--- src/rtl/la_rrpick4.sv ---
// Combinational rotating-priority picker for four requesters.
// Returns the first asserted request scanning ptr, ptr+1, ptr+2, ptr+3 (mod 4).
module la_rrpick4 (
  input  logic [3:0] req,
  input  logic [1:0] ptr,
  output logic       any,
  output logic [1:0] idx
);

  logic [3:0] rot;
  logic [1:0] off;

  // Rotate so bit 0 is the highest-priority requester, then find the lowest set bit.
  always_comb begin
    rot = 4'({req, req} >> ptr);
    off = 2'd0;
    if      (rot[0]) off = 2'd0;
    else if (rot[1]) off = 2'd1;
    else if (rot[2]) off = 2'd2;
    else if (rot[3]) off = 2'd3;
    any = |rot;
    idx = ptr + off;
  end

endmodule

--- src/rtl/la_mux4arb.sv ---
// Round-robin arbiter driving the selects of a shared 4:1 mux.
// Owner keeps the grant while requesting; an optional hold limit forces a
// handoff when others are waiting. Handoffs are zero-bubble when possible.
module la_mux4arb #(
  parameter string PROP    = "DEFAULT",
  parameter int    MAXHOLD = 16
) (
  input  logic       clk,
  input  logic       nreset,
  input  logic       en,
  input  logic [3:0] req,
  output logic [3:0] grant,
  output logic       valid,
  output logic       s0,
  output logic       s1
);

  localparam int            HW    = (MAXHOLD < 1) ? 1 : $clog2(MAXHOLD + 1);
  localparam logic [HW-1:0] HMAX  = HW'(MAXHOLD);
  localparam logic [HW-1:0] HONE  = HW'(1);
  localparam bit            LIMIT = (MAXHOLD != 0);

  localparam logic ST_IDLE  = 1'b0;
  localparam logic ST_GRANT = 1'b1;

  logic          state, state_n;
  logic [1:0]    ptr, ptr_n;
  logic [1:0]    sel, sel_n;
  logic [3:0]    grant_q, grant_n;
  logic          valid_q, valid_n;
  logic [HW-1:0] holdcnt, hold_n;

  logic [3:0]    own_oh, others;
  logic          idle_any, hand_any;
  logic [1:0]    idle_idx, hand_idx;
  logic          rel_vol, rel_frc;

  // Fresh pick from idle uses the live pointer.
  la_rrpick4 u_pick_idle (
    .req (req),
    .ptr (ptr),
    .any (idle_any),
    .idx (idle_idx)
  );

  // Handoff pick: owner masked, priority starts just past the owner
  // (that is the pointer value being written on the release edge).
  la_rrpick4 u_pick_hand (
    .req (others),
    .ptr (sel + 2'd1),
    .any (hand_any),
    .idx (hand_idx)
  );

  // Release conditions for the current owner.
  always_comb begin
    own_oh  = 4'b0001 << sel;
    others  = req & ~own_oh;
    rel_vol = ~req[sel];
    rel_frc = LIMIT && (holdcnt == HMAX) && (|others);
  end

  // State and datapath registers; reset clears outputs asynchronously.
  always_ff @(posedge clk or negedge nreset) begin
    if (!nreset) begin
      state   <= ST_IDLE;
      ptr     <= 2'd0;
      sel     <= 2'd0;
      grant_q <= 4'b0000;
      valid_q <= 1'b0;
      holdcnt <= '0;
    end else begin
      state   <= state_n;
      ptr     <= ptr_n;
      sel     <= sel_n;
      grant_q <= grant_n;
      valid_q <= valid_n;
      holdcnt <= hold_n;
    end
  end

  // Next-state: grant from idle, hold / count, or release with optional handoff.
  always_comb begin
    state_n = state;
    ptr_n   = ptr;
    sel_n   = sel;
    grant_n = grant_q;
    valid_n = valid_q;
    hold_n  = holdcnt;
    case (state)
      ST_IDLE: begin
        if (en && idle_any) begin
          state_n = ST_GRANT;
          sel_n   = idle_idx;
          grant_n = 4'b0001 << idle_idx;
          valid_n = 1'b1;
          hold_n  = HONE;
        end
      end
      default: begin
        if (rel_vol || rel_frc) begin
          ptr_n = sel + 2'd1;
          if (en && hand_any) begin
            sel_n   = hand_idx;
            grant_n = 4'b0001 << hand_idx;
            hold_n  = HONE;
          end else begin
            state_n = ST_IDLE;
            grant_n = 4'b0000;
            valid_n = 1'b0;
          end
        end else if (LIMIT && (holdcnt != HMAX)) begin
          hold_n = holdcnt + HONE;
        end
      end
    endcase
  end

  // Outputs come straight from registers; selects keep the last owner when idle.
  always_comb begin
    grant = grant_q;
    valid = valid_q;
    s0    = sel[0];
    s1    = sel[1];
  end

endmodule

--- config.mk ---
export PLATFORM = sky130hd
export DESIGN_NAME = la_mux4arb
export DESIGN_NICKNAME = d
export VERILOG_FILES = /design/src/rtl/la_rrpick4.sv /design/src/rtl/la_mux4arb.sv
export SDC_FILE = /design/constraint.sdc
export NUM_CORES = 1
export LEC_CHECK = 0
export CELL_PAD_IN_SITES_DETAIL_PLACEMENT = 0
export CELL_PAD_IN_SITES_GLOBAL_PLACEMENT = 1
export CORE_AREA = 2 2 60 62
export CTS_CLUSTER_DIAMETER = 30
export CTS_CLUSTER_SIZE = 16
export DETAILED_ROUTE_END_ITERATION = 10
export DIE_AREA = 0 0 62 64
export PLACE_DENSITY_LB_ADDON = 0.1
export SLEW_MARGIN = 20
export SYNTH_ARGS = -nofsm -noshare
export SYNTH_HDL_FRONTEND = slang
export SYNTH_SLANG_ARGS = --single-unit
--- constraint.sdc ---
create_clock -name clk -period 3.24 [get_ports clk]
set_clock_uncertainty 0.15 [all_clocks]
set_input_delay 0.486 -clock clk [delete_from_list [all_inputs] [get_ports clk]]
set_output_delay 0.486 -clock clk [all_outputs]
set_load 0.01 [all_outputs]
# Word-level counts from Yosys, hierarchy flattened
# Cells that the tools add are included.
dict set report op_classes {
  add_sub_neg 4
  multipliers 0
  div 0
  magnitude_cmp 1
  eq_ne 7
  n_shift 5
  muxes 31
  bitwise_logic 3
  reduce_logical 13
}
# cell n
set ops {}
lappend ops {{5-bit two-way mux} 5}
lappend ops {{2-bit two-way mux} 12}
lappend ops {{4-bit two-way mux} 4}
lappend ops {{8-bit by 2-bit right shift with 4-bit output} 2}
lappend ops {{4-bit OR reduction} 3}
lappend ops {{1-bit by 2-bit left shift with 4-bit output (first input constant)} 3}
lappend ops {{1-bit two-way mux} 9}
lappend ops {{3-bit AND reduction} 3}
lappend ops {{5-bit by 1-bit adder with 5-bit output (second input constant)} 1}
lappend ops {{5-bit equality test (second input constant)} 1}
lappend ops {{5-bit != test (second input constant)} 1}
lappend ops {{2-bit adder} 2}
lappend ops {{4-bit bitwise AND} 1}
lappend ops {{2-bit by 1-bit != test with 1-bit output (second input constant)} 2}
lappend ops {{4-bit NOT} 1}
lappend ops {{2-bit AND reduction} 2}
lappend ops {{1-bit logical AND} 3}
lappend ops {{2-bit by 3-bit < comparator with 1-bit output (second input constant)} 1}
lappend ops {{3-bit by 1-bit != test with 1-bit output (second input constant)} 1}
lappend ops {{3-bit by 2-bit != test with 1-bit output (second input constant)} 1}
lappend ops {{2-bit by 1-bit adder with 2-bit output (second input constant)} 1}
lappend ops {{1-bit binary-select mux with 2-bit select} 1}
lappend ops {{2-bit != test (second input constant)} 1}
lappend ops {{2-bit nonzero test} 1}
lappend ops {{2 further kinds} 2}
dict set report totals {
  regBits 15
  latch_bits 0
  ramBits 0
  mem_bits_ro 0
  wordCells 70
  n_memories 0
}

# Longest topological paths before layout
# Gate-level depths: netlist of the first run.
dict set report depth {
  word_depth 13
  depth_mapped 12
}

# By module
# A second synthesis of the first run with hierarchy kept.
dict set report hier_totals {
  cells_unflattened 149
  hier_area_um2 1328.8
}
# module instances cells_each area_each_um2 seq_area_each_um2
set modules_own_cells {}
lappend modules_own_cells {la_mux4arb 1 103 968.4 375.4}
lappend modules_own_cells {la_rrpick4 2 23 180.2 0.0}

# Least setup slack after synthesis of the first run
# No wires, ideal clock.
dict set report synth_path {
  path_type {flip-flop to flip-flop}
  start {register sel[0]}
  end {register grant_q[0] (netlist: grant[0])}
  setup_ps 126
  arrival_ps 2706
  path_slack_ps 258
  stages_incl_launch_ff 11
  n_path_buf 2
  period_less_slack_ps 2982
  cell_sequence {dfrtp_1 -> buf_2 -> inv_1 -> ha_1 -> buf_2 -> mux2_4 -> or3_1 -> a211o_1 -> nand3_1 -> nor3_1 -> a221o_1}
}
# element line
set synth_rtl {}
lappend synth_rtl {{from (decl)} la_mux4arb.sv:28} ;# logic [1:0] sel, sel_n;
lappend synth_rtl {{from (signal assigned)} la_mux4arb.sv:75} ;# sel <= sel_n;
lappend synth_rtl {{2-bit by 1-bit adder with 2-bit output (*)} la_mux4arb.sv:50} ;# .ptr (sel + 2'd1),
lappend synth_rtl {{named net u_pick_hand.ptr[0]} la_rrpick4.sv:5} ;# input logic [1:0] ptr,
lappend synth_rtl {{8-bit by 2-bit right shift with 4-bit output} la_rrpick4.sv:15} ;# rot = 4'({req, req} >> ptr);
lappend synth_rtl {{2-bit two-way mux} la_rrpick4.sv:20} ;# else if (rot[3]) off = 2'd3;
lappend synth_rtl {{2-bit two-way mux} la_rrpick4.sv:19} ;# else if (rot[2]) off = 2'd2;
lappend synth_rtl {{2-bit two-way mux} la_rrpick4.sv:18} ;# else if (rot[1]) off = 2'd1;
lappend synth_rtl {{2-bit two-way mux} la_rrpick4.sv:17} ;# if (rot[0]) off = 2'd0;
lappend synth_rtl {{2-bit adder} la_rrpick4.sv:22} ;# idx = ptr + off;
lappend synth_rtl {{1-bit by 2-bit left shift with 4-bit output} la_mux4arb.sv:105} ;# grant_n = 4'b0001 << hand_idx;
lappend synth_rtl {{4-bit two-way mux (*)} la_mux4arb.sv:103} ;# if (en && hand_any) begin
lappend synth_rtl {{4-bit two-way mux (*)} la_mux4arb.sv:101} ;# if (rel_vol || rel_frc) begin
lappend synth_rtl {{4-bit two-way mux (*)} la_mux4arb.sv:90} ;# case (state)
lappend synth_rtl {{to (signal assigned)} la_mux4arb.sv:76} ;# grant_q <= grant_n;
lappend synth_rtl {{to (decl)} la_mux4arb.sv:29} ;# logic [3:0] grant_q, grant_n;
# The timed path passes the listed nets; every way through them passes the cells marked *. The select of a mux whose other input is x is not followed.
# A chain may end at the register's enable or synchronous reset.

# Worst setup path in the final report of the first run
dict set report layout_path {
  start {register sel[1]}
  end {register holdcnt[2]}
}
# element line
set layout_rtl {}
lappend layout_rtl {{2-bit by 1-bit adder with 2-bit output} la_mux4arb.sv:50}
lappend layout_rtl {{named net u_pick_hand.ptr[1]} la_rrpick4.sv:5}
lappend layout_rtl {{8-bit by 2-bit right shift with 4-bit output} la_rrpick4.sv:15}
lappend layout_rtl {{4-bit OR reduction} la_rrpick4.sv:21} ;# any = |rot;
lappend layout_rtl {{1-bit logical AND} la_mux4arb.sv:103}
lappend layout_rtl {{3-bit by 2-bit != test with 1-bit output (no line)} -}
lappend layout_rtl {{3-bit AND reduction (no line)} -}
lappend layout_rtl {{to (signal assigned)} la_mux4arb.sv:78} ;# holdcnt <= hold_n;
lappend layout_rtl {{to (decl)} la_mux4arb.sv:31} ;# logic [HW-1:0] holdcnt, hold_n;
# The timed path passes the listed nets, and every way through them passes these cells. The select of a mux whose other input is x is not followed.

==> results.sh, run 1 <==
export IMPL_utilization_pct=46.5
export IMPL_reg2reg_to="holdcnt[2]$_DFFE_PN0P_"
export IMPL_hold_slack_ns=0.384
export IMPL_max_freq_mhz=349
export IMPL_nets=172
export IMPL_synth_edf_count=0
export IMPL_first_pass_iters=4
export IMPL_fp_dieH_um=64
export IMPL_routabilityCongestion=0.916
export IMPL_final_cell_count_no_fill=202
export IMPL_crit_start="sel[1]$_DFFE_PN0P_"
export IMPL_synth_xor_area_share_pct=2.06
export IMPL_viasPerCell=5.39
export IMPL_crit_path_start_kind="register"
export IMPL_final_cell_mix="dfrtp_1 (15), clkdlybuf4s50_1 (13), inv_1 (10), nor2_1 (9), buf_4 (9)"
export IMPL_yosys_warnings=0
export IMPL_worst_r2r_path_depth=8
export IMPL_worstPathArrival_ns=2.93
export IMPL_grt_pass1_wl_mm=5.55
export IMPL_design_core_area_sq_um=3280
export IMPL_power_density_nw_per_um2=994
export IMPL_cts_root_buffer="clkbuf_4"
export IMPL_grt_usage_pct=18.3
export IMPL_drv_cap=0
export IMPL_wl_per_cell_um=14.7
export IMPL_required_ns=3.30
export IMPL_ys_ff_latch=15
export IMPL_clkTransAtPathRegs_ns=0.09
export IMPL_tightestPinTransition_ns=0.704
export IMPL_synth_area_per_cell_sq_um=9.31
export IMPL_syn_cell_area_sq_um=1270
export IMPL_vias=1089
export IMPL_regToRegSetupSlack_ns=0.37
export IMPL_synth_adder_area_share_pct=7.85
export IMPL_port_buffers=13
export IMPL_crit_type="reg2reg"
export IMPL_synthesis_nets=152
export IMPL_fin_crit_sh_pct=88.5
export IMPL_holdCritPathClass="reg2reg"
export IMPL_power_mw=1.52
export IMPL_io_pins=14
export IMPL_hold_violations=0
export IMPL_cts_tree="done"
export IMPL_start_util_pct=38.8
export IMPL_drive_gt1_share_pct=17.3
export IMPL_max_clock_path_buffers=2
export IMPL_dp_cells=198
export IMPL_dpl_worst_slack_ns=0.109
export IMPL_cts_made_buffers=3
export IMPL_yosysUniqueCellTypes=45
export IMPL_setup_viol=0
export IMPL_postCtsSetupBuffers=0
export IMPL_dpl_instance_area_sq_um=1500
export IMPL_synth_compound_area_share_pct=24.1
export IMPL_yosysSeqAreaShare_pct=29.4
export IMPL_r2r_start="sel[1]$_DFFE_PN0P_"
export IMPL_num_rows=21
export IMPL_insertion_delay_ns=0.29
export IMPL_crit_path_max_fanout=10
export IMPL_grt_ovfl_total=0
export IMPL_status="complete, no violations"
export IMPL_min_period_ns=2.87
export IMPL_diodes=0
export IMPL_ant_nets=0
export IMPL_synth_simple_area_share_pct=20.7
export IMPL_wirelength_mm=2.98
export IMPL_slew_headroom_pct=52.9
export IMPL_cp_endpoint="holdcnt[2]$_DFFE_PN0P_"
export IMPL_worstSetupEndpointType="register"
export IMPL_peakVddDrop_mv=0.376
export IMPL_slew_viol_final=0
export IMPL_worst_slack_ns=0.374
export IMPL_total_leakage_power_nw=0.625
export IMPL_die_w_um=62
export IMPL_post_cts_resized=0
export IMPL_yosys_most_used_dff="dfrtp_1"
export IMPL_grt_pass1_vias=1124
export IMPL_async_flop_share_pct=100
export IMPL_rsz0062_at_grt="no"
export IMPL_cts_sinks=15
export IMPL_cts_max_level=1
export IMPL_dpl_hpwl_mm=2.29
export IMPL_ctsHoldBuffers=0
export IMPL_final_common_cell="dfrtp_1"
export IMPL_area_growth_syn_to_layout_pct=19.8
export IMPL_drc=0
export IMPL_synth_cells=137
export IMPL_grt_max_degree=16
export IMPL_antenna_found_initial=0
export IMPL_synth_top_family_by_area="compound AO/OA/AOI/OAI gates"
export IMPL_tns_ns=0
export IMPL_synthMuxAreaShare_pct=10.6
export IMPL_drt_initial_drc_count=86
export IMPL_die_area_sq_um=3970
export IMPL_fin_area_sq_um=1530
==> layout make-up <==
| type | count | area (sq um) |
|---|---|---|
| well taps | 46 | 57.6 |
| flip-flops and latches | 15 | 375 |
| multi-input cells | 105 | 833 |
| fillers | 349 | 1760 |
| clock buffers | 4 | 26.3 |
| repair buffers | 22 | 198 |
| inverters | 10 | 37.5 |
==> where the power goes <==
part	internal [mW]	switching, mW
registers	0.263	0.0728
clock network	0.0480	0.0637
logic	0.505	0.566
==> worst min-delay path by stage <==
| stage | startpoint | end | slack (ns) | depth (start not counted) |
|---|---|---|---|---|
| 2_1_floorplan | nreset | grant[0]$_DFFE_PN0P_ | 0.04 | 0 |
| 3_3_place_gp | grant[2]$_DFFE_PN0P_ | grant[2]$_DFFE_PN0P_ | 0.35 | 2 |
| 3_5_place_dp | grant[2]$_DFFE_PN0P_ | grant[2]$_DFFE_PN0P_ | 0.35 | 2 |
| 4_1_cts | grant[2]$_DFFE_PN0P_ | grant[2]$_DFFE_PN0P_ | 0.38 | 2 |
| 5_1_grt | grant[2]$_DFFE_PN0P_ | grant[2]$_DFFE_PN0P_ | 0.42 | 2 |
| 6_report | grant[2]$_DFFE_PN0P_ | grant[2]$_DFFE_PN0P_ | 0.38 | 2 |
==> sequential cells by signal, indices dropped and copies added, names as in the netlist <==
name and flops:
state 1, ptr 2, valid 1, grant 4, sel 2, holdcnt 5
==> worst max-delay path, stage by stage, from the launching register on <==
cell,delay (ns)
dfrtp_1,0.35
inv_1,0.08
ha_1,0.48
mux2_4,0.34
or3_1,0.38
a211o_1,0.35
a31oi_4,0.36
nand2b_1,0.11
o31ai_2,0.18
==> synthesized netlist by cell type (2+ instances only) <==
cell / number / area share, %
nand2b_1: 6 / 2.9
o22ai_1: 2 / 0.98
dfrtp_1: 15 / 29
mux2_2: 4 / 3.5
mux4_2: 2 / 3.5
or2_2: 2 / 0.98
nand2_1: 7 / 2.1
nor2_1: 9 / 2.6
a221o_1: 2 / 1.6
o211ai_1: 2 / 1.2
nor3b_1: 3 / 1.8
buf_2: 2 / 0.79
o41ai_1: 2 / 1.4
nand3_1: 4 / 1.6
a2bb2oi_1: 2 / 1.4
nor2b_1: 7 / 3.4
inv_1: 10 / 2.9
a21oi_1: 7 / 2.7
xnor2_1: 3 / 2.1
ha_1: 8 / 7.9
nor3_1: 7 / 2.7
clkbuf_1: 5 / 1.5
a221oi_1: 2 / 1.4
mux2i_1: 3 / 2.4
==> metal layers <==
layer | vias to the layer above | part of all wire [%] | track usage, %
li1 | 545 | - | -
met1 | 519 | 51 | 28.2
met2 | 18 | 44 | 26.2
met3 | 7 | 2.6 | 1.82
met4 | 0 | 1.8 | 6.12
met5 | - | 0 | 0
==> logic make-up (layout without fill, tap and decap cells) <==
kind of cell,count (synthesis),in the layout
AO/OA/AOI/OAI,35,35
XOR/XNOR,3,3
adder cells (fa/ha/maj),8,8
buffers and inverters,17,36
flip-flops,15,15
multiplexers,10,10
AND/OR/NAND/NOR,49,49
(Power assumes the default switching activity.)
==> run 2: changes to the inputs <==
--- a/config.mk
+++ b/config.mk
@@ -5,6 +5,7 @@
 export SDC_FILE = /design/constraint.sdc
 export NUM_CORES = 1
 export LEC_CHECK = 0
+export CAP_MARGIN = 0
 export CELL_PAD_IN_SITES_DETAIL_PLACEMENT = 0
 export CELL_PAD_IN_SITES_GLOBAL_PLACEMENT = 1
 export CORE_AREA = 2 2 60 62
@@ -13,7 +14,6 @@
 export DETAILED_ROUTE_END_ITERATION = 10
 export DIE_AREA = 0 0 62 64
 export PLACE_DENSITY_LB_ADDON = 0.1
-export SLEW_MARGIN = 20
 export SYNTH_ARGS = -nofsm -noshare
 export SYNTH_HDL_FRONTEND = slang
 export SYNTH_SLANG_ARGS = --single-unit
==> results of run 2 <==
Final layout, timing and power as in run 1 (identical DEF).
